File: config.mk
export PLATFORM = sky130hd
export DESIGN_NAME = ram_arbiter
export DESIGN_NICKNAME = d
export VERILOG_FILES = /design/src/rtl/ram_arbiter.sv
export SDC_FILE = /design/constraint.sdc
export NUM_CORES = 1
export LEC_CHECK = 0
export BUFFER_PORTS_ARGS = -buffer_cell sky130_fd_sc_hd__buf_2
export CAP_MARGIN = 20
export CORE_UTILIZATION = 31
export CTS_CLUSTER_SIZE = 28
export DETAILED_ROUTE_END_ITERATION = 7
export PLACE_DENSITY = 0.94
export RECOVER_POWER = 25
export SYNTH_ARGS = -nofsm -noshare
export SYNTH_HDL_FRONTEND = slang
export SYNTH_SLANG_ARGS = --single-unit
File: constraint.sdc
create_clock -name clk -period 4.2 [get_ports clk]
set_input_delay 0.42 -clock clk [delete_from_list [all_inputs] [get_ports clk]]
set_output_delay 0.42 -clock clk [all_outputs]
set_load 0.005 [all_outputs]
File: src/rtl/ram_arbiter.sv
// ram_arbiter
//   Shares the single-port program/data RAM between instruction fetch and
//   the stack path (r8). Grants are combinational and take effect in the same
//   cycle; a READ_LAT-deep tag pipeline steers each read result back to the
//   requester that issued it. A starvation counter forces fetch to win after
//   MAX_WAIT consecutive denied cycles unless the stack holds stack_lock.
//
//   Optional: define RAM_ARB_STATS_EN to add the fetch_stall_cnt debug output.
//
// Ports
//   clk, rst              clock, synchronous active-high reset
//   fetch_req/addr        fetch read request and address
//   fetch_gnt/rvalid      fetch access issued / rdata holds fetch result
//   stack_req/we/addr     stack request, write enable, address
//   stack_wdata           stack write data
//   stack_lock            keep stack ownership while asserted
//   stack_gnt/rvalid      stack access issued / rdata holds stack result
//   rdata                 shared read data (0 when no rvalid)
//   ram_address/data/wren RAM port drive
//   ram_q                 RAM registered read data
//   fetch_stall_cnt       (RAM_ARB_STATS_EN) denied fetch cycles, wraps
module ram_arbiter #(
   parameter int ADDR_W   = 16,
   parameter int DATA_W   = 16,
   parameter int READ_LAT = 1,
   parameter int MAX_WAIT = 4
) (
   input  logic              clk,
   input  logic              rst,
   input  logic              fetch_req,
   input  logic [ADDR_W-1:0] fetch_addr,
   output logic              fetch_gnt,
   output logic              fetch_rvalid,
   input  logic              stack_req,
   input  logic              stack_we,
   input  logic [ADDR_W-1:0] stack_addr,
   input  logic [DATA_W-1:0] stack_wdata,
   input  logic              stack_lock,
   output logic              stack_gnt,
   output logic              stack_rvalid,
   output logic [DATA_W-1:0] rdata,
   output logic [ADDR_W-1:0] ram_address,
   output logic [DATA_W-1:0] ram_data,
   output logic              ram_wren,
   input  logic [DATA_W-1:0] ram_q
`ifdef RAM_ARB_STATS_EN
   ,
   output logic [15:0]       fetch_stall_cnt
`endif
);

   localparam logic [3:0] MAX_CNT = 4'(MAX_WAIT);

   logic [3:0]         starve_cnt;
   logic               issue_vld;
   // Tag pipeline, stage 1 loaded from the grant cycle, stage READ_LAT
   // lines up with ram_q.
   logic [READ_LAT:1]  vld_pipe;
   logic [READ_LAT:1]  own_pipe;   // 1 = stack, 0 = fetch

   // Grant selection; nothing is issued while in reset.
   always_comb begin
      fetch_gnt = 1'b0;
      stack_gnt = 1'b0;
      if (!rst) begin
         if (stack_lock && stack_req)
            stack_gnt = 1'b1;
         else if (starve_cnt == MAX_CNT && fetch_req)
            fetch_gnt = 1'b1;
         else if (stack_req)
            stack_gnt = 1'b1;
         else if (fetch_req)
            fetch_gnt = 1'b1;
      end
   end

   // Idle default is the fetch address so the next instruction is always
   // being looked up.
   assign ram_address = stack_gnt ? stack_addr  : fetch_addr;
   assign ram_data    = stack_gnt ? stack_wdata : '0;
   assign ram_wren    = stack_gnt & stack_we;

   // Counts consecutive denied fetch cycles; a held stack_lock can park it
   // at MAX_CNT, which is intended.
   always_ff @(posedge clk) begin
      if (rst)
         starve_cnt <= '0;
      else if (!fetch_req || fetch_gnt)
         starve_cnt <= '0;
      else if (starve_cnt != MAX_CNT)
         starve_cnt <= starve_cnt + 4'd1;
   end

   // Writes issue no tag.
   assign issue_vld = fetch_gnt | (stack_gnt & ~stack_we);

   always_ff @(posedge clk) begin
      if (rst) begin
         vld_pipe <= '0;
         own_pipe <= '0;
      end else begin
         vld_pipe[1] <= issue_vld;
         own_pipe[1] <= stack_gnt;
         for (int i = 2; i <= READ_LAT; i++) begin
            vld_pipe[i] <= vld_pipe[i-1];
            own_pipe[i] <= own_pipe[i-1];
         end
      end
   end

   // rst gating drops a result landing in the reset cycle itself, so reads
   // in flight at reset are never reported.
   assign fetch_rvalid = vld_pipe[READ_LAT] & ~own_pipe[READ_LAT] & ~rst;
   assign stack_rvalid = vld_pipe[READ_LAT] &  own_pipe[READ_LAT] & ~rst;
   assign rdata        = (fetch_rvalid | stack_rvalid) ? ram_q : '0;

`ifdef RAM_ARB_STATS_EN
   always_ff @(posedge clk) begin
      if (rst)
         fetch_stall_cnt <= '0;
      else if (fetch_req && !fetch_gnt)
         fetch_stall_cnt <= fetch_stall_cnt + 16'd1;
   end
`endif

endmodule

; ---- Yosys cells after proc, flatten, opt, wreduce, memory -nomap -nowiden
; Cells that the tools add are included.
[totals]
ff_bits = 6
latch_bits = 0
ramBits = 0
mem_bits_ro = 0
inputBits = 70
out_inout_bits = 53
word_cells = 34
memories = 0
[classes]
add_sub_neg = 1
multipliers = 0
n_div = 0
order_cmp = 0
n_eq_ne = 2
shifts = 0
muxes = 12
bitwise = 11
reduce_logical = 5
[ops]
columns = op, count
row1 = 16-bit 2-to-1 mux, 3
row2 = 1-bit 2-to-1 mux, 9
row3 = 1-bit bitwise AND, 6
row4 = 4-bit by 1-bit adder with 4-bit output (second input constant), 1
row5 = 4-bit by 3-bit == test with 1-bit output (second input constant), 1
row6 = 4-bit by 3-bit != test with 1-bit output (second input constant), 1
row7 = 1-bit NOT, 3
row8 = 1-bit logical AND, 2
row9 = 1-bit OR, 2
row10 = 2-bit OR reduction, 1
row11 = 1-bit zero test, 1
row12 = 1-bit logical OR, 1

; ---- Depth between registers and ports, before layout
[logic_depth]
ltp_word = 7
depth_mapped = 7
depth_no_buf = 5

; ---- Worst setup path before layout
; No wires, ideal clock.
[synth_timing]
path_kind = register -> output
startpoint = register starve_cnt[0]
endpoint = output ram_address[13]
t_arrival_ps = 1625
required_ps = 3780
setup_slack_ps = 2155
path_stages_with_launch = 8
n_path_buf = 2
path_cell_list = dfxtp_1 inv_1 ha_1 and3b_1 buf_6 a21oi_4 buf_6 mux2_1
[synth_between]
elab_chain_cells = 6
[synth_lines]
columns = element, line_no
row1 = from (decl), 54  ; logic [3:0] starve_cnt;
row2 = from (signal assigned), 91  ; starve_cnt <= starve_cnt + 4'd1;
row3 = 4-bit by 3-bit == test with 1-bit output, 68  ; else if (starve_cnt == MAX_CNT && fetch_req)
row4 = 1-bit logical AND, 68
row5 = 1-bit 2-to-1 mux, 68
row6 = 1-bit 2-to-1 mux, 66  ; if (stack_lock && stack_req)
row7 = 1-bit 2-to-1 mux, 65  ; if (!rst) begin
row8 = 16-bit 2-to-1 mux, 79  ; assign ram_address = stack_gnt ? stack_addr : fetch_addr;
row9 = to (decl), 42  ; output logic [ADDR_W-1:0] ram_address,
; No other way between the ends.

; ---- Worst setup path after layout
[layout_timing]
startpoint = register starve_cnt[0]
endpoint = output ram_address[1]
; The elaborated chain is that of the path after synthesis.

==> results.md <==
* CTS Hold Bufs at 0
* Critical Path RT at 3.78 ns
* Critical Path AT at about 2.5 ns
* Post-route ant nets at 0
* Largest area contributor in the netlist: and2_1
* Layout Nets at 287
* Core area at 0.00248 mm^2
* Leakage at slightly below 0.9 nW
* Area delta synth->final at 76.7%
* Final setup TNS at 0 ns
* Post-synth top flop: dfxtp_1
* Routed vias/inst at 4.42
* CTS clk-pin slew, worst paths at ~0.04 ns
* Crit path max fanout at 34
* Total CTS buffers at 3
* N_diodes at 0
* Clock period minus worst slack at roughly 2.9 ns
* Post-route DRC at 0
* First-pass iteration count of the detailed router at 4
* Syn Area/Cell at 8.66 um^2
* Final hold vios at 0
* Top cells by count, synth: and2_1, mux2_4, dfxtp_1
* Dpl hpwl at 2.45 mm
* Number of max-cap violations at 0
* Number of global-route vias before repair at 947
* Final-report max-slew violation count at 0
* Setup Crit Path Kind: reg -> out
* Clock buffer depth at 2
* Share of cells above drive strength 1 at 65.3%
* Detailed Route Iter0 Violations at 10
* Post-synth EDFFs at 0
* H-Tree Depth at 1
* First-pass GRT wire length at 3.86 mm
* Sequential-to-total area share from yosys stat at approximately 15%
* Rel. slew slack at between 40% and 50%
* Clk root buf: clkbuf_4
* Share of flip-flops with an asynchronous set or reset at 0%
* Fmax at 0.349 GHz
* RD Place Congestion at approximately 0.77
* Initial core utilization at between 30% and 40%
* Post-CTS setup buffer count at 0
* Hold crit path type: in -> reg
* Largest net degree at the start of global routing at 35
* Via count at between 1,000 and 1,500
* Critical Path Sink Type: output pin
* Worst VDD drop at between 150 and 200 uV
* GRT Util Overall at around a fifth
* Grt total ovfl at 0
* Syn Inst Count at between 90 and 100
* Count leader, synth: and2_1
* Final WS setup at 1.33 ns
* Synth warn at 0
* Setup-failing EPs final at 0
* Dpl ws at around 1.6 ns
* Yosys cell types at 24
* Synth top area share at between 20% and 30%
* Unrepaired setup endpoints after global routing: false
* Largest cells by area after synthesis: and2_1, mux2_4, dfxtp_1
* Die Ht at between 50 and 60 um
* CTS tree: done
* Routed len/inst at roughly 11 um
* Worst Max-Slew Pin Slew at 0.896 ns
* Initial antenna violation count at 0
* Buffers on Ports at ~120
* # rows at 18
* Worst-skew pair later-pin latency at roughly 0.24 ns
* Register bit total from synthesis at 6
* Outcome: finished clean
* Worst Setup Start Kind: flop
* Tcrit/Tclk final at slightly below 70%
* Die Wd at approximately 53 um
* PD cells at 148 mW/mm^2
* Post-Syn Area at a little over 800 um^2
* IO Pins at between 100 and 150
* Syn nets at between 150 and 200
* Wirelength, routed at about 2.7 mm
* Setup Skew at approximately 0.001 ns
* Die Area at roughly 0.0028 mm^2
* Post-CTS sizing at 0
* CTS sink cnt at 6
-- sequential cells by signal, summed over array words and instances, names as in the netlist --
name        cells
starve_cnt      4
own_pipe        1
vld_pipe        1
-- per-stage QoR --
| stage | hold WS, ns | cell area [um^2] | total power (W) | util, % | instances |
|---|---|---|---|---|---|
| after floorplan | 0.474 | 806 | 0.000106 | - | 93 |
| after global placement | 0.492 | 1400 | 0.000157 | 56.6 | 240 |
| after detailed placement | 0.500 | 1400 | 0.000161 | 56.6 | 240 |
| after CTS | 0.388 | 1430 | 0.000215 | 57.5 | 243 |
| after global routing | 0.390 | 1420 | 0.000228 | 57.5 | 243 |
| final | 0.391 | 1420 | 0.000210 | 57.5 | 243 |
-- critical path, stage by stage, from the launching register on --
cell     delay (ns)
dfxtp_1        0.37
inv_1          0.07
ha_1           0.22
and3b_1        0.26
a21oi_4        0.74
mux2_2         0.42
buf_2          0.13
-- worst paths after layout --
path                                    start        endpoint  slack [ns]  cells past startpoint
worst max-delay path            starve_cnt[0]  ram_address[1]        1.33                      6
worst min register to register  starve_cnt[0]   starve_cnt[0]        0.51                      2
worst max register to register  starve_cnt[0]   starve_cnt[1]        2.99                      5
worst min-delay path                      rst        vld_pipe        0.39                      2
-- per-layer routing --
| layer | up-vias | global-route usage (%) | wire length (um) |
|---|---|---|---|
| li1 | 548 | - | - |
| met4 | 0 | 6.14 | 24 |
| met2 | 62 | 36.1 | 1440 |
| met1 | 460 | 17.9 | 943 |
| met5 | - | 0 | 0 |
| met3 | 4 | 6.61 | 290 |
-- power by group --
group          switching, W  internal, W
Clock             0.0000190    0.0000322
Sequential      0.000000871    0.0000589
Combinational     0.0000373    0.0000618
-- cells by family after synthesis --
| family | after synthesis | share of synthesized area (%) |
|---|---|---|
| AO/OA/AOI/OAI | 8 | 6.68 |
| multiplexers | 17 | 28.3 |
| flip-flops | 6 | 14.9 |
| AND/OR/NAND/NOR | 52 | 38.7 |
| buffers and inverters | 7 | 7.30 |
| XOR/XNOR | 1 | 1.09 |
| adder cells (fa/ha/maj) | 2 | 3.11 |
-- final cells by class --
type	count	area, um^2
fill	263	1050
timing repair buffer	122	609
inverter	2	7.51
sequential	6	120
tap	30	37.5
clock buffer	3	22.5
multi-input combinational	80	627
-- layout by cell type, fill, tap and decap left out --
cell,instances
mux2i_1,1
mux2_1,2
inv_1,2
and2_0,2
and2_1,32
mux2_4,10
nand2_1,4
dfxtp_1,6
nor2b_1,3
nand2b_1,1
a211oi_1,1
nand3_1,3
ha_1,2
clkbuf_4,3
nand3b_1,2
xnor2_1,1
a21oi_4,1
clkbuf_1,1
nor2_1,3
o21ai_0,2
buf_2,121
and3b_1,2
a21oi_1,4
mux2_2,4
(Power assumes the default switching activity.)
